[src/rtl/seg_scan_ctrl.sv]
// Scan controller for a multiplexed 7-segment display: steps one digit per CLK_DIV clocks
// and double-buffers the display word. Optional blinking is built when SEG_BLINK_EN is defined.
module seg_scan_ctrl #(
    parameter int CLK_DIV      = 100000,
    parameter int DIGITS       = 8,
    parameter int BLINK_FRAMES = 125
) (
    input  logic              clk,
    input  logic              rstn,
    input  logic [31:0]       data_in,
    input  logic              load,
    input  logic              lz_en,
    input  logic [DIGITS-1:0] blink_mask,
    output logic [2:0]        an_sel,
    output logic [3:0]        hex_digit,
    output logic              digit_on,
    output logic              busy
);

    localparam int             DW       = $clog2(CLK_DIV);
    localparam logic [DW-1:0]  DIV_LAST = DW'(CLK_DIV - 1);
    localparam logic [2:0]     IDX_LAST = 3'(DIGITS - 1);

    logic [DW-1:0] div_cnt;
    logic [2:0]    idx;
    logic [31:0]   disp;
    logic [31:0]   pend;
    logic          pend_v;
    logic          tick;
    logic          frame_end;
    logic          lz_blank;
    logic          blink_off;

    assign tick      = (div_cnt == DIV_LAST);
    assign frame_end = tick && (idx == IDX_LAST);

    // load is a one-cycle strobe with no back-pressure; busy reports a word waiting for the
    // next frame boundary, and a load while busy replaces that word.
    always_ff @(posedge clk or negedge rstn) begin
        if (!rstn) begin
            div_cnt <= '0;
            idx     <= '0;
            disp    <= '0;
            pend    <= '0;
            pend_v  <= 1'b0;
        end else begin
            div_cnt <= tick ? '0 : div_cnt + 1'b1;
            if (tick)
                idx <= (idx == IDX_LAST) ? 3'd0 : idx + 3'd1;
            if (load)
                pend <= data_in;
            if (load)
                pend_v <= 1'b1;
            else if (frame_end)
                pend_v <= 1'b0;
            // Commit uses the old pending word even when a new load lands on the same edge.
            if (frame_end && pend_v)
                disp <= pend;
        end
    end

    // A digit is a leading zero when it and every more significant scanned nibble are zero.
    always_comb begin
        lz_blank = lz_en && (idx != 3'd0);
        for (int i = 0; i < DIGITS; i++) begin
            if ((3'(i) >= idx) && (disp[4*i +: 4] != 4'd0))
                lz_blank = 1'b0;
        end
    end

`ifdef SEG_BLINK_EN
    localparam int            FW      = (BLINK_FRAMES > 1) ? $clog2(BLINK_FRAMES) : 1;
    localparam logic [FW-1:0] FC_LAST = FW'(BLINK_FRAMES - 1);

    logic [FW-1:0] frame_cnt;
    logic          phase;
    logic [7:0]    mask8;

    always_ff @(posedge clk or negedge rstn) begin
        if (!rstn) begin
            frame_cnt <= '0;
            phase     <= 1'b0;
        end else if (frame_end) begin
            if (frame_cnt == FC_LAST) begin
                frame_cnt <= '0;
                phase     <= ~phase;
            end else begin
                frame_cnt <= frame_cnt + 1'b1;
            end
        end
    end

    assign mask8     = 8'(blink_mask);
    assign blink_off = phase & mask8[idx];
`else
    localparam int unused_blink_frames = BLINK_FRAMES;
    logic          unused_blink_mask;

    assign unused_blink_mask = ^blink_mask;
    assign blink_off         = 1'b0;
`endif

    assign an_sel    = idx;
    assign hex_digit = disp[{idx, 2'b00} +: 4];
    assign digit_on  = ~lz_blank & ~blink_off;
    assign busy      = pend_v;

endmodule

[config.mk]
export PLATFORM = sky130hd
export DESIGN_NAME = seg_scan_ctrl
export DESIGN_NICKNAME = d
export VERILOG_FILES = /design/src/rtl/seg_scan_ctrl.sv
export SDC_FILE = /design/constraint.sdc
export NUM_CORES = 1
export LEC_CHECK = 0
export ABC_CLOCK_PERIOD_IN_PS = 3200
export BUFFER_PORTS_ARGS = -buffer_cell sky130_fd_sc_hd__buf_2
export CAP_MARGIN = 20
export CORE_MARGIN = 5
export CORE_UTILIZATION = 60
export DETAILED_ROUTE_END_ITERATION = 6
export PLACE_DENSITY = 0.8
export SYNTH_ARGS = -nofsm -noshare
export SYNTH_HDL_FRONTEND = slang
export SYNTH_SLANG_ARGS = --single-unit
[constraint.sdc]
create_clock -name clk -period 3.2 [get_ports clk]
set_input_delay 0.32 -clock clk [delete_from_list [all_inputs] [get_ports clk]]
set_output_delay 0.32 -clock clk [all_outputs]
set_load 0.1 [all_outputs]
==> results of run 1 <==
-- cell usage after synthesis, types with 2 or more instances --
library cell and number:
nor3_1 4, a21oi_1 2, nand2_1 17, nor2_1 12
clkbuf_1 6, dfrtp_1 85, nand4_1 5, mux4_2 8
nand3_1 7, mux2_4 30, mux2_2 36, xnor2_1 11
buf_1 2, ha_1 5, o21ai_0 4, inv_1 4
buf_6 3, nor4_1 9, xor2_1 3
-- cell type report --
type	count	area, sq um
clock buffer	10	128
multi-input combinational	169	1660
clock inverter	5	52.6
tap	77	96.3
sequential	85	2130
inverter	4	15.0
timing repair buffer	47	260
fill	464	1970
-- worst paths after layout --
path | startpoint | to | slack (ps) | cells after the start
max | an_sel[0] | digit_on | 380 | 7
min | data_in[15] | pend[15] | 200 | 2
max reg2reg | div_cnt[0] | disp[22] | 650 | 5
min reg2reg | div_cnt[14] | div_cnt[14] | 500 | 1
max in group asynchronous | rstn | pend[29] | 2110 | 3
min in group asynchronous | rstn | disp[1] | 480 | 2
-- sequential cells by signal, indices dropped and copies added, names as in the netlist --
name and flops:
an_sel 3, busy 1, disp 32, div_cnt 17, pend 32
-- metal layers --
metal	wire length, microns	track usage
met1	2980	0.232
met2	3410	0.288
met3	323	0.0501
met4	97	0.0521
met5	0	0
-- through the flow --
step | total power [mW] | hold WS [ps] | setup slack, ps | std cells
finish | 1.94 | 199 | 383 | 397
global placement | 1.25 | 473 | 738 | 380
global route | 2.04 | 178 | 128 | 397
CTS | 1.96 | 175 | 358 | 395
floorplan | 1.20 | 24.4 | 68.8 | 269
detailed placement | 1.26 | 483 | 676 | 380
-- power by group through the flow --
stage / Sequential (mW) / Clock, mW / Combinational [mW]
after floorplan: 1.15 / 0 / 0.0514
after global placement: 1.16 / 0 / 0.0936
after detailed placement: 1.16 / 0 / 0.0977
after CTS: 1.14 / 0.724 / 0.0976
after global routing: 1.14 / 0.784 / 0.111
final: 1.14 / 0.707 / 0.0985
-- cells by family (layout without fill, tap and decap cells) --
logic type	Yosys count	after routing
xor+xnor	14	14
compound gates	11	11
simple gates	65	65
flops	85	85
fa+ha+maj	5	5
buf+inv	15	66
mux	74	74
==> results.json, run 1 <==
{
  "synth-seq-cells": 85,
  "finalClockSkew_ps": 10.5,
  "slew_headroom": 0.512,
  "synth.area.top_cells": "dfrtp_1 55%, mux2_4 12%, mux2_2 11%",
  "timing.critical_path.buf_inv": 2,
  "power_switching_share": 0.216,
  "slowest_delay_ps": 560,
  "cp-start-kind": "flop",
  "hold_buffers": 0,
  "holdCritPathClass": "in -> reg",
  "clk_path_buf_depth": 2,
  "finalCriticalPeriod_ps": 2820,
  "peakVddDrop_mv": 0.330,
  "cts.sink_count": 85,
  "rows": 29,
  "coreArea_sq_um": 6310,
  "grt_pass1_wl_microns": 11500,
  "htree_levels": 3,
  "clk_latency_ps": 350,
  "routed_via_density": 5.73,
  "final_cell_mix": "83 x dfrtp_1, 43 x buf_2, 36 x mux2_2",
  "drtAntennaViolNets": 0,
  "synthAdderAreaFrac": 0.0162,
  "wl_per_cell_microns": 17.1,
  "total_leakage_power_nw": 2.09,
  "antenna_found_initial": 0,
  "maxCapViolCount": 0,
  "synth-edff-count": 0,
  "final_util": 0.688,
  "grt_pass1_vias": 2369,
  "drc": 0,
  "grt_max_degree": 86,
  "hold_violations": 0,
  "clk_pin_slew_ps": 80,
  "synth_top_area_cell": "dfrtp_1",
  "place_area_sq_um": 4130,
  "synthMuxAreaShare": 0.268,
  "synthDistinctLibCells": 35,
  "path_max_fanout": 13,
  "io_buffers": 44,
  "power_frac_comb": 0.051,
  "nets": 365,
  "worst-slew-pin-transition_ps": 732,
  "rsz0062_at_grt": "false",
  "synth_area_sq_um": 3860,
  "initial_core_util": 0.611,
  "cp_slowest_cell": "dfrtp_2",
  "gp_congestion": 0.894,
  "vias": 2275,
  "power_density_nw_per_um2": 447,
  "synthArstFlopShare": 1.00,
  "cts_tree": "built",
  "die_area_sq_um": 8140,
  "cts_buffers": 9,
  "drt_first_pass_iters": 4,
  "worst-setup-path-type": "reg -> out",
  "status": "finished, final reports clean",
  "die_w_microns": 90.2,
  "critPathTopFamily": "simple AND/OR/NAND/NOR gates",
  "cts_setup_buffers": 0,
  "switching_power_mw": 0.419,
  "fin_setup_tns_ps": 0,
  "synth_top_family_by_area": "multiplexers",
  "synth_nets": 318,
  "dpl.hpwl_microns": 4750,
  "fmax_ghz": 0.355,
  "path_cells": "inv_1 -> ha_1 -> nor4_1 -> nand2_1 -> nor4_1 -> o2111ai_2 -> buf_2",
  "io_pins": 53,
  "layout_commonest_cell": "dfrtp_1",
  "internal_power_mw": 1.52,
  "initialDrtViolationCount": 154,
  "syn_avg_cell_area_sq_um": 14.3,
  "synth_compound_area_frac": 0.0182,
  "grtUsageTotal": 0.177,
  "ys.flop_type": "dfrtp_1",
  "drive_gt1_frac": 0.438,
  "pwr-share-seq": 0.585,
  "end_kind": "output port",
  "required_ps": 2880,
  "die_h_microns": 90.2,
  "seq_area_frac_synth": 0.551,
  "grt_overflow": 0,
  "cts_resized": 0,
  "fin_area_sq_um": 4340,
  "synth_cells": 269,
  "finalWirelength_microns": 6810,
  "syn_to_final_growth_pct": 12.5,
  "slew_viol_final": 0,
  "root_buffer": "clkbuf_8",
  "yosys_warnings": 0,
  "setup_viol": 0,
  "p_clk_frac": 0.364,
  "crit_arrival_ps": 2500,
  "synthXorXnorAreaFrac": 0.0318,
  "yosys.area_share.simple": 0.0940,
  "synth_top_area_frac": 0.551,
  "antenna_cells": 0,
  "path_common_cell": "nor4_1",
  "post-route-period-util": 0.880
}
No activity file was read; power rests on OpenSTA's default activity.
==> run 2, diff against run 1 <==
Settings changed: ABC_AREA from default to 0, PLACE_DENSITY 0.8 to 0.81.
==> run 2 against run 1 <==
  * Design area increased by 1.0%
  * Routed wire length increased by 3.1%
  * Sequential cell count unchanged
  * Via count decreased by 0.53%
  * Sequential share of layout area decreased by 0.50 points
  * Critical endpoint unchanged
  * Critical path type unchanged
  * Utilization increased by 0.71 points
  * Combinational power increased by 0.9%
  * Power increased by 6.3%
==> results.json, run 2 (synthesized netlist as in run 1, its figures left out) <==
{
  "status": "finished, final reports clean",
  "cts_setup_buffers": 0,
  "grt_pass1_wl_microns": 12200,
  "crit-reg2reg-launch": "div_cnt[0]",
  "path_common_cell": "nor4_1",
  "clk_path_buf_depth": 2,
  "path_max_fanout": 13,
  "cp_slowest_cell": "dfrtp_2",
  "die_h_microns": 90.2,
  "routed_via_density": 5.69,
  "fmax_ghz": 0.350,
  "clk_pin_slew_ps": 80,
  "holdCritPathClass": "in -> reg",
  "initial_core_util": 0.611,
  "fill_cells": 451,
  "nets": 365,
  "drt_first_pass_iters": 4,
  "maxCapViolCount": 0,
  "post-route-period-util": 0.894,
  "dpl.hpwl_microns": 4890,
  "crit_start": "an_sel[0]",
  "peakVddDrop_mv": 0.262,
  "antenna_cells": 0,
  "p_clk_frac": 0.401,
  "slew_viol_final": 0,
  "finalWirelength_microns": 7020,
  "slowest_delay_ps": 570,
  "io_pins": 53,
  "clk_latency_ps": 350,
  "finalClockSkew_ps": 10.1,
  "path_cells": "inv_1 -> ha_1 -> nor4_1 -> nand2_1 -> nor4_1 -> o2111ai_2 -> buf_2",
  "rsz0062_at_grt": "false",
  "r2r_slack_ps": 720,
  "cp-start-kind": "flop",
  "power_frac_comb": 0.048,
  "required_ps": 2880,
  "crit_arrival_ps": 2540,
  "setup_viol": 0,
  "coreArea_sq_um": 6310,
  "grtUsageTotal": 0.188,
  "switching_power_mw": 0.432,
  "syn_to_final_growth_pct": 13.6,
  "vias": 2263,
  "cts.sink_count": 85,
  "die_w_microns": 90.2,
  "die_area_sq_um": 8140,
  "worst-slew-pin-transition_ps": 707,
  "cts_resized": 0,
  "htree_levels": 3,
  "fin_setup_tns_ps": 0,
  "drc": 0,
  "antenna_found_initial": 0,
  "hold_violations": 0,
  "rows": 29,
  "end_kind": "output port",
  "finalCriticalPeriod_ps": 2860,
  "internal_power_mw": 1.63,
  "gp_congestion": 0.906,
  "cts_buffers": 9,
  "power_switching_share": 0.209,
  "grt_pass1_vias": 2464,
  "root_buffer": "clkbuf_8",
  "total_power_mw": 2.06,
  "total_leakage_power_nw": 2.11,
  "reg_top3": "disp x32, pend x32, div_cnt x17",
  "power_density_nw_per_um2": 470,
  "io_buffers": 44,
  "wl_per_cell_microns": 17.6,
  "grt_overflow": 0,
  "hold_path.startpoint": "data_in[13]",
  "critPathTopFamily": "simple AND/OR/NAND/NOR gates",
  "grt_max_degree": 86,
  "final_cell_mix": "83 x dfrtp_1, 43 x buf_2, 36 x mux2_2",
  "pwr-share-seq": 0.551,
  "drive_gt1_frac": 0.436,
  "layout_commonest_cell": "dfrtp_1",
  "slew_headroom": 0.529,
  "hold_buffers": 0,
  "initialDrtViolationCount": 177,
  "drtAntennaViolNets": 0,
  "timing.critical_path.buf_inv": 2,
  "cts_tree": "built",
  "worst-setup-path-type": "reg -> out"
}
## run 2: cell types whose count changed in the layout (fill, tap and decap cells not counted)
cell and change:
clkinv_2 -2, buf_12 -1, buf_16 +1, bufinv_16 +1
clkbuf_1 +1, clkbuf_8 +1
## run 2: worst reg2reg max path: cells and delay by family, from the launching register on
kind	cells	cell delay, ps
fa+ha+maj	1	230
simple gates	3	1200
mux	1	520
flops	1	420
## run 2: final cells by class
class	instances	area, sq um	share of cell area
tap	77	96.3	0.0220
timing repair buffer	47	268	0.0610
sequential	85	2130	0.485
inverter	4	15.0	0.00342
clock buffer	12	145	0.0331
clock inverter	4	72.6	0.0165
multi-input combinational	169	1660	0.378
## run 2: power groups by stage
stage,Combinational [mW],Clock (mW),Sequential [mW]
2_1_floorplan,0.0514,0,1.15
5_1_grt,0.113,0.904,1.14
6_report,0.0994,0.828,1.14
3_3_place_gp,0.0936,0,1.16
4_1_cts,0.0976,0.849,1.14
3_5_place_dp,0.0976,0,1.16
## run 2: final timing paths
path	depth (start not counted)	to
max in group asynchronous	3	pend[15]
worst max-delay path	7	digit_on
worst min register to register	1	disp[21]
min in group asynchronous	2	disp[3]
worst max register to register	5	disp[2]
worst min-delay path	2	pend[13]
## run 2: per-layer routing
metal / global-route usage / vias up / wire length [microns]
met5: 0 / - / 0
met4: 0.0757 / 0 / 138
met3: 0.0576 / 15 / 320
met2: 0.299 / 54 / 3510
met1: 0.241 / 1131 / 3050
li1: - / 1063 / -
## run 2: stage by stage
step	hold WS [ps]	setup slack [ps]	instance area (sq um)	instances	utilization
6_report	197	341	4390	398	0.695
5_1_grt	180	156	4390	398	0.695
4_1_cts	178	322	4350	396	0.689
3_5_place_dp	489	700	4130	380	0.654
3_3_place_gp	474	720	4130	380	0.654
2_1_floorplan	24.4	68.8	3870	269	-
==> run 3, diff against run 2 <==
--- a/constraint.sdc
+++ b/constraint.sdc
@@ -3,2 +3,2 @@
 set_output_delay 0.32 -clock clk [all_outputs]
-set_load 0.1 [all_outputs]
+set_load 0.02 [all_outputs]
==> run 3 against run 2 <==
  * Worst setup slack got worse by 9.8 ps
  * Fmax decreased by 0.34%
  * Power increased by 3.6%
  * Hold slack got worse by 3.5 ps
  * Sequential share of layout area decreased by 0.29 points
  * Critical path type unchanged
  * Critical endpoint unchanged
  * Largest cell class unchanged
  * Largest power group unchanged
==> results.json, run 3 (synthesized netlist as in run 1, its figures left out) <==
{
  "status": "finished, final reports clean",
  "initialDrtViolationCount": 160,
  "slew_headroom": 0.519,
  "hold_end": "pend[19]",
  "initial_core_util": 0.611,
  "busiest_layer": "met2",
  "grt_pass1_wl_microns": 12300,
  "fin_setup_tns_ps": 0,
  "coreArea_sq_um": 6310,
  "postLayoutSetupSlackWorst_ps": 331,
  "clk_latency_ps": 350,
  "grt_max_degree": 86,
  "fmax_ghz": 0.349,
  "finalCriticalPeriod_ps": 2870,
  "crit-reg2reg-launch": "div_cnt[0]",
  "gp_congestion": 0.871,
  "antenna_found_initial": 1,
  "drt_first_pass_iters": 4,
  "path_max_fanout": 14,
  "total_leakage_power_nw": 2.13,
  "worst-slew-pin-transition_ps": 722,
  "setup_viol": 0,
  "cts_buffers": 9,
  "total_power_mw": 2.14,
  "wl_per_cell_microns": 18.3,
  "final_util": 0.698,
  "final_cells": 399,
  "end_kind": "output port",
  "r2r_end": "disp[26]",
  "r2r_cells": 5,
  "critPathTopFamily": "flip-flops",
  "vias": 2342,
  "grtUsageTotal": 0.191,
  "required_ps": 2880,
  "drtAntennaViolNets": 0,
  "peakVddDrop_mv": 0.333,
  "layout_commonest_cell": "dfrtp_1",
  "use_met1": 0.243,
  "hold_depth": 2,
  "grt_overflow": 0,
  "cts_tree": "built",
  "final_cell_mix": "85 x dfrtp_1, 43 x buf_2, 36 x mux2_2",
  "post-route-period-util": 0.897,
  "dpl.hpwl_microns": 4970,
  "finalWirelength_microns": 7320,
  "hold_path.startpoint": "data_in[19]",
  "maxCapViolCount": 0,
  "nets": 366,
  "reg_top3": "disp x32, pend x32, div_cnt x17",
  "die_area_sq_um": 8140,
  "drc": 0,
  "root_buffer": "clkbuf_8",
  "met2_usage": 0.307,
  "io_pins": 53,
  "power_density_nw_per_um2": 485,
  "antenna_cells": 0,
  "io_buffers": 44,
  "timing.critical_path.buf_inv": 2,
  "cp-start-kind": "flop",
  "finalClockSkew_ps": 11.0,
  "clk_pin_slew_ps": 80,
  "routed_via_density": 5.87,
  "slew_viol_final": 0,
  "place_ws_ps": 677,
  "crit_arrival_ps": 2550,
  "r2r_slack_ps": 650,
  "gr-usage-met3": 0.0426,
  "cts.sink_count": 85,
  "slowest_delay_ps": 680,
  "die_h_microns": 90.2,
  "grt_pass1_vias": 2454,
  "path_common_cell": "nor4_1",
  "clk_path_buf_depth": 2,
  "htree_levels": 3,
  "rows": 29,
  "place_inst": 381,
  "worst-setup-path-type": "reg -> out",
  "path_cells": "inv_1 -> ha_1 -> nor4_1 -> nand2_1 -> nor4_1 -> o2111ai_1 -> buf_2",
  "cp_slowest_cell": "dfrtp_1",
  "rsz0062_at_grt": "false",
  "die_w_microns": 90.2,
  "syn_to_final_growth_pct": 14.2,
  "hold_violations": 0,
  "holdCritPathClass": "in -> reg",
  "drive_gt1_frac": 0.429
}
[run 3: cell types whose count changed in the layout (fill, tap and decap cells not counted)]
cell / previous run / this run
buf_4: 2 / 3
o2111ai_2: 1 / 0
clkinvlp_4: 1 / 0
bufinv_16: 2 / 3
dfrtp_2: 2 / 0
dfrtp_1: 83 / 85
o2111ai_1: 0 / 1
[run 3: area by class of cell]
| type | count | area (sq um) |
|---|---|---|
| Clock buffer | 12 | 145 |
| Clock inverter | 4 | 95.1 |
| Multi-Input combinational cell | 169 | 1650 |
| Sequential cell | 85 | 2130 |
| Fill cell | 457 | 1910 |
| Timing Repair Buffer | 48 | 275 |
| Inverter | 4 | 15.0 |
| Tap cell | 77 | 96.3 |
[run 3: worst max-delay path by stage]
stage	startpoint	to	slack, ps	cells past startpoint
after floorplan	an_sel[0]	digit_on	720	7
after global placement	div_cnt[0]	disp[10]	760	5
after detailed placement	div_cnt[0]	disp[26]	680	5
after CTS	an_sel[1]	digit_on	350	7
after global routing	an_sel[1]	digit_on	160	7
final	an_sel[1]	digit_on	330	7
[run 3: timing repair]
item	4_1_cts	5_1_grt
buffers inserted	0	0
hold buffers	0	1
resized for setup	0	0
endpoints found under the hold margin	0	27
[run 3: metrics by stage]
step / hold WS [ps] / area, sq um
finish: 193 / 4410
global route: 183 / 4410
CTS: 177 / 4370
detailed placement: 492 / 4130
global placement: 474 / 4130
floorplan: 24.4 / 3860
[run 3: per-layer routing]
layer	vias to the layer above	wire length, microns
met1	1182	3110
met5	-	7
met3	19	335
li1	1071	-
met2	68	3680
met4	2	192
[run 3: report_power, final]
part | total, mW | switching, mW | internal [mW]
sequential | 1.14 | 0.0228 | 1.11
clock | 0.901 | 0.362 | 0.540
combinational | 0.0995 | 0.0423 | 0.0572
[run 3: worst reg2reg max path, stage by stage (launching register included)]
cell	delay, ps
dfrtp_1	410
ha_1	230
nand4_1	300
nor4_4	440
nand3_4	550
mux2_4	510
